**config.mk**
```make
export PLATFORM = sky130hd
export DESIGN_NAME = fifo_rd_packer
export DESIGN_NICKNAME = d
export VERILOG_FILES = /design/src/rtl/fifo_pkg.sv /design/src/rtl/fifo_rd_packer.sv
export SDC_FILE = /design/constraint.sdc
export NUM_CORES = 1
export LEC_CHECK = 0
export CORE_ASPECT_RATIO = 1.2
export CORE_MARGIN = 4
export CORE_UTILIZATION = 28
export CTS_BUF_LIST = sky130_fd_sc_hd__clkbuf_4
export CTS_CLUSTER_SIZE = 25
export DETAILED_ROUTE_END_ITERATION = 6
export GPL_TIMING_DRIVEN = 1
export SLEW_MARGIN = 20
export SYNTH_ARGS = -nofsm -noshare
export SYNTH_HDL_FRONTEND = slang
export SYNTH_SLANG_ARGS = --single-unit
```
**constraint.sdc**
```tcl
create_clock -name clkb -period 2.5 [get_ports clkb]
set_clock_uncertainty 0.15 [all_clocks]
set_input_delay 0.625 -clock clkb [delete_from_list [all_inputs] [get_ports clkb]]
set_output_delay 0.625 -clock clkb [all_outputs]
set_load 0.02 [all_outputs]
```
**src/rtl/fifo_pkg.sv**
```systemverilog
// Shared constants and helpers for the async FIFO and its read-side consumers.
package fifo_pkg;

  localparam int FIFO_DATA_WIDTH = 8;
  localparam int FIFO_ADDR_WIDTH = 4;
  localparam int FIFO_PACK_MAX   = 8;

  // Smallest r such that 2**r >= value (returns 1 for value <= 2 so counters stay at least 1 bit).
  function automatic int clog2(input int value);
    int r;
    r = 1;
    while ((1 << r) < value) r++;
    return r;
  endfunction

  // Byte-enable mask covering lanes 0..lane-1.
  function automatic logic [FIFO_PACK_MAX-1:0] keep_mask(input int lane);
    return FIFO_PACK_MAX'((1 << lane) - 1);
  endfunction

endpackage

```
**src/rtl/fifo_rd_packer.sv**
```systemverilog
// Read-domain FIFO consumer: pops bytes, packs PACK of them little-endian into one word,
// and presents words on a valid/ready port; flush emits a trailing partial word with a keep mask.
module fifo_rd_packer
  import fifo_pkg::*;
#(
  parameter int DATA_WIDTH = FIFO_DATA_WIDTH,
  parameter int PACK       = 4
) (
  input  logic                       clkb,
  input  logic                       reset,
  input  logic                       empty,
  input  logic [DATA_WIDTH-1:0]      rdata,
  output logic                       rd_en,
  input  logic                       flush,
  output logic [PACK*DATA_WIDTH-1:0] out_data,
  output logic [PACK-1:0]            out_keep,
  output logic                       out_valid,
  input  logic                       out_ready,
  output logic                       busy
);

  localparam int              LW   = clog2(PACK);
  localparam int              WW   = PACK * DATA_WIDTH;
  localparam logic [LW-1:0]   LAST = LW'(PACK - 1);
  localparam logic [LW:0]     PACK_W = (LW + 1)'(PACK);

  logic [LW-1:0]         r_lane;
  logic                  r_pend;
  logic                  r_flush_pend;
  logic                  r_run;
  logic [DATA_WIDTH-1:0] r_acc [PACK];
  logic [WW-1:0]         r_out_data;
  logic [PACK-1:0]       r_out_keep;
  logic                  r_out_valid;

  logic [LW:0]           w_lane_sum;
  logic [LW-1:0]         w_eff_lane;
  logic                  w_out_free;
  logic                  w_rd_en;
  logic                  w_complete;
  logic                  w_flush_fire;
  logic                  w_flush_emit;
  logic [WW-1:0]         w_full_word;
  logic [WW-1:0]         w_part_word;
  logic [PACK-1:0]       w_part_keep;

  // Lane the next requested byte will occupy, counting the one already in flight.
  always_comb begin
    w_lane_sum = {1'b0, r_lane} + (LW + 1)'(r_pend);
    if (w_lane_sum >= PACK_W) begin
      w_eff_lane = LW'(w_lane_sum - PACK_W);
    end else begin
      w_eff_lane = w_lane_sum[LW-1:0];
    end
  end

  assign w_out_free   = ~r_out_valid | out_ready;
  // A request that would complete a word is only issued when the output register will be free.
  assign w_rd_en      = r_run & ~empty & ~r_flush_pend & ~flush &
                        ((w_eff_lane != LAST) | w_out_free);
  assign w_complete   = r_pend & (r_lane == LAST);
  assign w_flush_fire = r_flush_pend & ~r_pend & w_out_free;
  assign w_flush_emit = w_flush_fire & (r_lane != '0);

  always_comb begin
    w_full_word = '0;
    w_part_word = '0;
    w_part_keep = PACK'(keep_mask(int'(r_lane)));
    for (int i = 0; i < PACK - 1; i++) begin
      w_full_word[i*DATA_WIDTH +: DATA_WIDTH] = r_acc[i];
    end
    w_full_word[(PACK-1)*DATA_WIDTH +: DATA_WIDTH] = rdata;
    // Stale bytes above the fill level must not leak into a partial word.
    for (int i = 0; i < PACK; i++) begin
      if (w_part_keep[i]) begin
        w_part_word[i*DATA_WIDTH +: DATA_WIDTH] = r_acc[i];
      end
    end
  end

  always_ff @(posedge clkb) begin
    if (!reset) begin
      r_lane       <= '0;
      r_pend       <= 1'b0;
      r_flush_pend <= 1'b0;
      r_run        <= 1'b0;
      r_out_data   <= '0;
      r_out_keep   <= '0;
      r_out_valid  <= 1'b0;
      for (int i = 0; i < PACK; i++) begin
        r_acc[i] <= '0;
      end
    end else begin
      r_run  <= 1'b1;
      r_pend <= w_rd_en;

      if (r_pend) begin
        r_acc[r_lane] <= rdata;
        r_lane        <= (r_lane == LAST) ? '0 : r_lane + LW'(1);
      end else if (w_flush_emit) begin
        r_lane <= '0;
      end

      if (w_flush_fire) begin
        r_flush_pend <= 1'b0;
      end else if (flush) begin
        r_flush_pend <= 1'b1;
      end

      if (w_complete) begin
        r_out_data  <= w_full_word;
        r_out_keep  <= '1;
        r_out_valid <= 1'b1;
      end else if (w_flush_emit) begin
        r_out_data  <= w_part_word;
        r_out_keep  <= w_part_keep;
        r_out_valid <= 1'b1;
      end else if (out_ready) begin
        r_out_valid <= 1'b0;
      end
    end
  end

  assign rd_en     = w_rd_en;
  assign out_data  = r_out_data;
  assign out_keep  = r_out_keep;
  assign out_valid = r_out_valid;
  assign busy      = (r_lane != '0) | r_pend | r_out_valid | r_flush_pend;

endmodule

```
==> flow_summary_export.csv <==
group,metric,value,unit
worst_setup_path,endpoint_kind,"primary output",
pwr,seq_power_share,62.5,%
final_layout,drive_gt1_share,13.91,%
pwr,power_density,551.3,nW/um2
place,dpl.hpwl,4594,um
timing,finalWorstSetupSlack,0.09459,ns
final_layout,final_cell_mix,"49 x clkdlybuf4s50_1, 42 x dfxtp_1, 33 x and2_1",
worst_setup_path,crit_buf_inv,2,
yosys,synth_fp_nets,252,
route,wl_per_cell,14.41,um
worst_setup_path,critPathTopFamily,"buffers and inverters",
pwr,p_clk_share,33.3,%
timing,finalHoldViolCount,0,
timing,fin_crit_sh,96.22,%
global_route,grt_overflow,0,
floorplan,fp.dieH,119.3,um
cts,cts_max_level,3,
route,drt-pass1-iter-count,4,
yosys,yosys.area.top_type,"edfxtp_1",
route,routed_wl,6169,um
worst_setup_path,worstPathArrival,1.63,ns
cts,post-cts-setup-buffer-count,0,
global_route,grt_use_total,10.80,%
pwr,pwr-share-comb,4.2,%
floorplan,ios,52,
yosys,synthArstFlopShare,0,%
worst_setup_path,criticalPathCategory,"in -> out",
cts,cts_buffers,9,
global_route,antenna_found_initial,0,
hold_path,hp-class,"reg -> reg",
job,maxCapViolCount,0,
yosys,yosysUniqueCellTypes,40,
timing,fmax,0.4157,GHz
pwr,vdd_drop_max,0.2414,mV
yosys,ys.flop_type,"dfxtp_1",
route,viasPerCell,4.542,
timing,rsz0062_at_grt,"no",
yosys,syn_avg_cell_area,12.47,um2
route,ant_nets,0,
route,drtIter0Drc,74,
cts,clock_latency,0.42,ns
pwr,netSwitchingPower,525.0,uW
floorplan,core,10060,um2
global_route,grt_first_pass_wirelength,10160,um
timing,worst_pin_slew,0.7196,ns
cts,cts_tree,"built",
worst_setup_path,crit_path_start_kind,"input port",
pwr,switching_share,25.47,%
place,io_buffers,51,
pwr,p_leak,1.448,nW
cts,cts.clk_slew.worst_paths,0.14,ns
route,drcViolationCount,0,
worst_setup_path,crit_path_max_incr_delay,0.43,ns
timing,worst_slew_margin_rel,51.74,%
yosys,synth_cells,232,
final_layout,syn_to_final_growth,29.24,%
worst_setup_path,critPathMaxFanout,2,
pwr,internal_power,1.536,mW
timing,drv_slew,0,
global_route,first_global_vias,1990,
floorplan,start_util,28.76,%
floorplan,rows,40,
floorplan,die_w,100.8,um
yosys,synth_area_leaders,"edfxtp_1 33%, dfxtp_1 29%, and2_1 7.1%, a22o_1 4.8%, ha_1 3.0%",
cts,clk_path_buf_depth,2,
timing,fin_setup_tns,0,ns
cts,cts.sinks,74,
worst_setup_path,cpMaxStageDelayCell,"clkdlybuf4s50_1",
yosys,synth-seq-area-share,62.28,%
cts,cts_root_buffer,"clkbuf_4",
place,dpl_worst_slack,-0.3847,ns
final_layout,final_cell_area,3739,um2
place,placed_cells_incl_taps,412,
timing,final.min_clock_period,2.405,ns
final_layout,fin_nets,317,
timing,setup_viol,0,
place,gp_congestion,0.7628,
final_layout,final_cells,428,
final_layout,n_antenna_cell,0,
yosys,synth_top_area_share,33.22,%
worst_setup_path,critPathRequiredTime,1.73,ns
place,place_area,3605,um2
route,vias,1944,
status,status,"completed",
yosys,synth_edf_count,32,
cts,hold_buffers,0,
yosys,synth_seq_cells,74,
final_layout,final_common_cell,"clkdlybuf4s50_1",
global_route,grt_max_degree,25,
worst_setup_path,path_cells,"clkdlybuf4s50_1 > nor4b_2 > o31a_1 > buf_2",
yosys,yosys_warnings,0,
floorplan,fp.dieArea,12030,um2
yosys,synthesis.area,2893,um2
[routing by layer]
| metal | track usage, % | up-vias | wire, um |
|---|---|---|---|
| li1 | - | 978 | - |
| met1 | 14.46 | 911 | 2878 |
| met2 | 16.85 | 47 | 2903 |
| met3 | 2.460 | 8 | 293 |
| met4 | 4.044 | 0 | 94 |
| met5 | 0 | - | 0 |
[cell type report]
type                            instances  area (um2)
Clock inverter                          7       60.06
Timing Repair Buffer                   66       613.1
Clock buffer                            9       67.56
Fill cell                            1007        6321
Tap cell                              126       157.7
Multi-Input combinational cell        140        1016
Inverter                                6       22.52
Sequential cell                        74        1802
[path summary, 6_finish.rpt]
path,from,end,slack [ns],depth (start not counted)
max reg2reg,r_lane[1],out_keep[3],0.22,7
min,r_acc[1][0],out_data[8],0.31,1
min reg2reg,r_acc[1][0],out_data[8],0.31,1
max,flush,rd_en,0.09,4
[cells in the mapped netlist, drive strengths merged, types with 3 or more instances]
cell and count:
a22o 16, inv 6, a221o 8, nand2b 3
and3 11, buf 4, clkbuf 8, nand2 12
o21ai 9, edfxtp 32, ha 7, nor3 4
nand3 9, and2 35, dfxtp 42
[metrics by stage]
stage,utilization [%],total power [mW],hold WS [ns]
after floorplan,-,1.353,0.2855
after global placement,35.83,1.402,0.2895
after detailed placement,35.83,1.403,0.2929
after CTS,37.04,2.080,0.3168
after global routing,37.16,2.144,0.3338
final,37.16,2.061,0.3138
[flip-flops by register name, summed over array words and instances, names as in the netlist]
| register | cells |
|---|---|
| r_acc | 32 |
| r_lane | 2 |
| out_data | 32 |
| r_run | 1 |
| out_valid | 1 |
| out_keep | 4 |
| r_flush_pend | 1 |
| r_pend | 1 |
[power groups by stage]
| stage | logic [mW] | registers, mW | clock network, mW |
|---|---|---|---|
| floorplan | 0.0398 | 1.31 | 0 |
| global placement | 0.0872 | 1.31 | 0 |
| detailed placement | 0.0885 | 1.31 | 0 |
| CTS | 0.0870 | 1.29 | 0.705 |
| global route | 0.0950 | 1.29 | 0.758 |
| finish | 0.0864 | 1.29 | 0.687 |
[cells by family (layout without fill, tap and decap cells)]
group           count (synthesis)  count (layout)  share of synthesized area [%]
xor+xnor                        2               2                         0.6056
fa+ha+maj                       7               7                          3.028
buf+inv                        18              88                          3.157
mux                             2               2                         0.7353
simple gates                   82              82                          16.65
flops                          74              74                          62.28
compound gates                 47              47                          13.54
[what timing repair did]
action | 4_1_cts | 5_1_grt
gates resized for setup | 5 | 3
endpoints found under the hold margin | 0 | 0
setup endpoints to repair | 2 | 2
No activity file was read; power rests on OpenSTA's default activity.
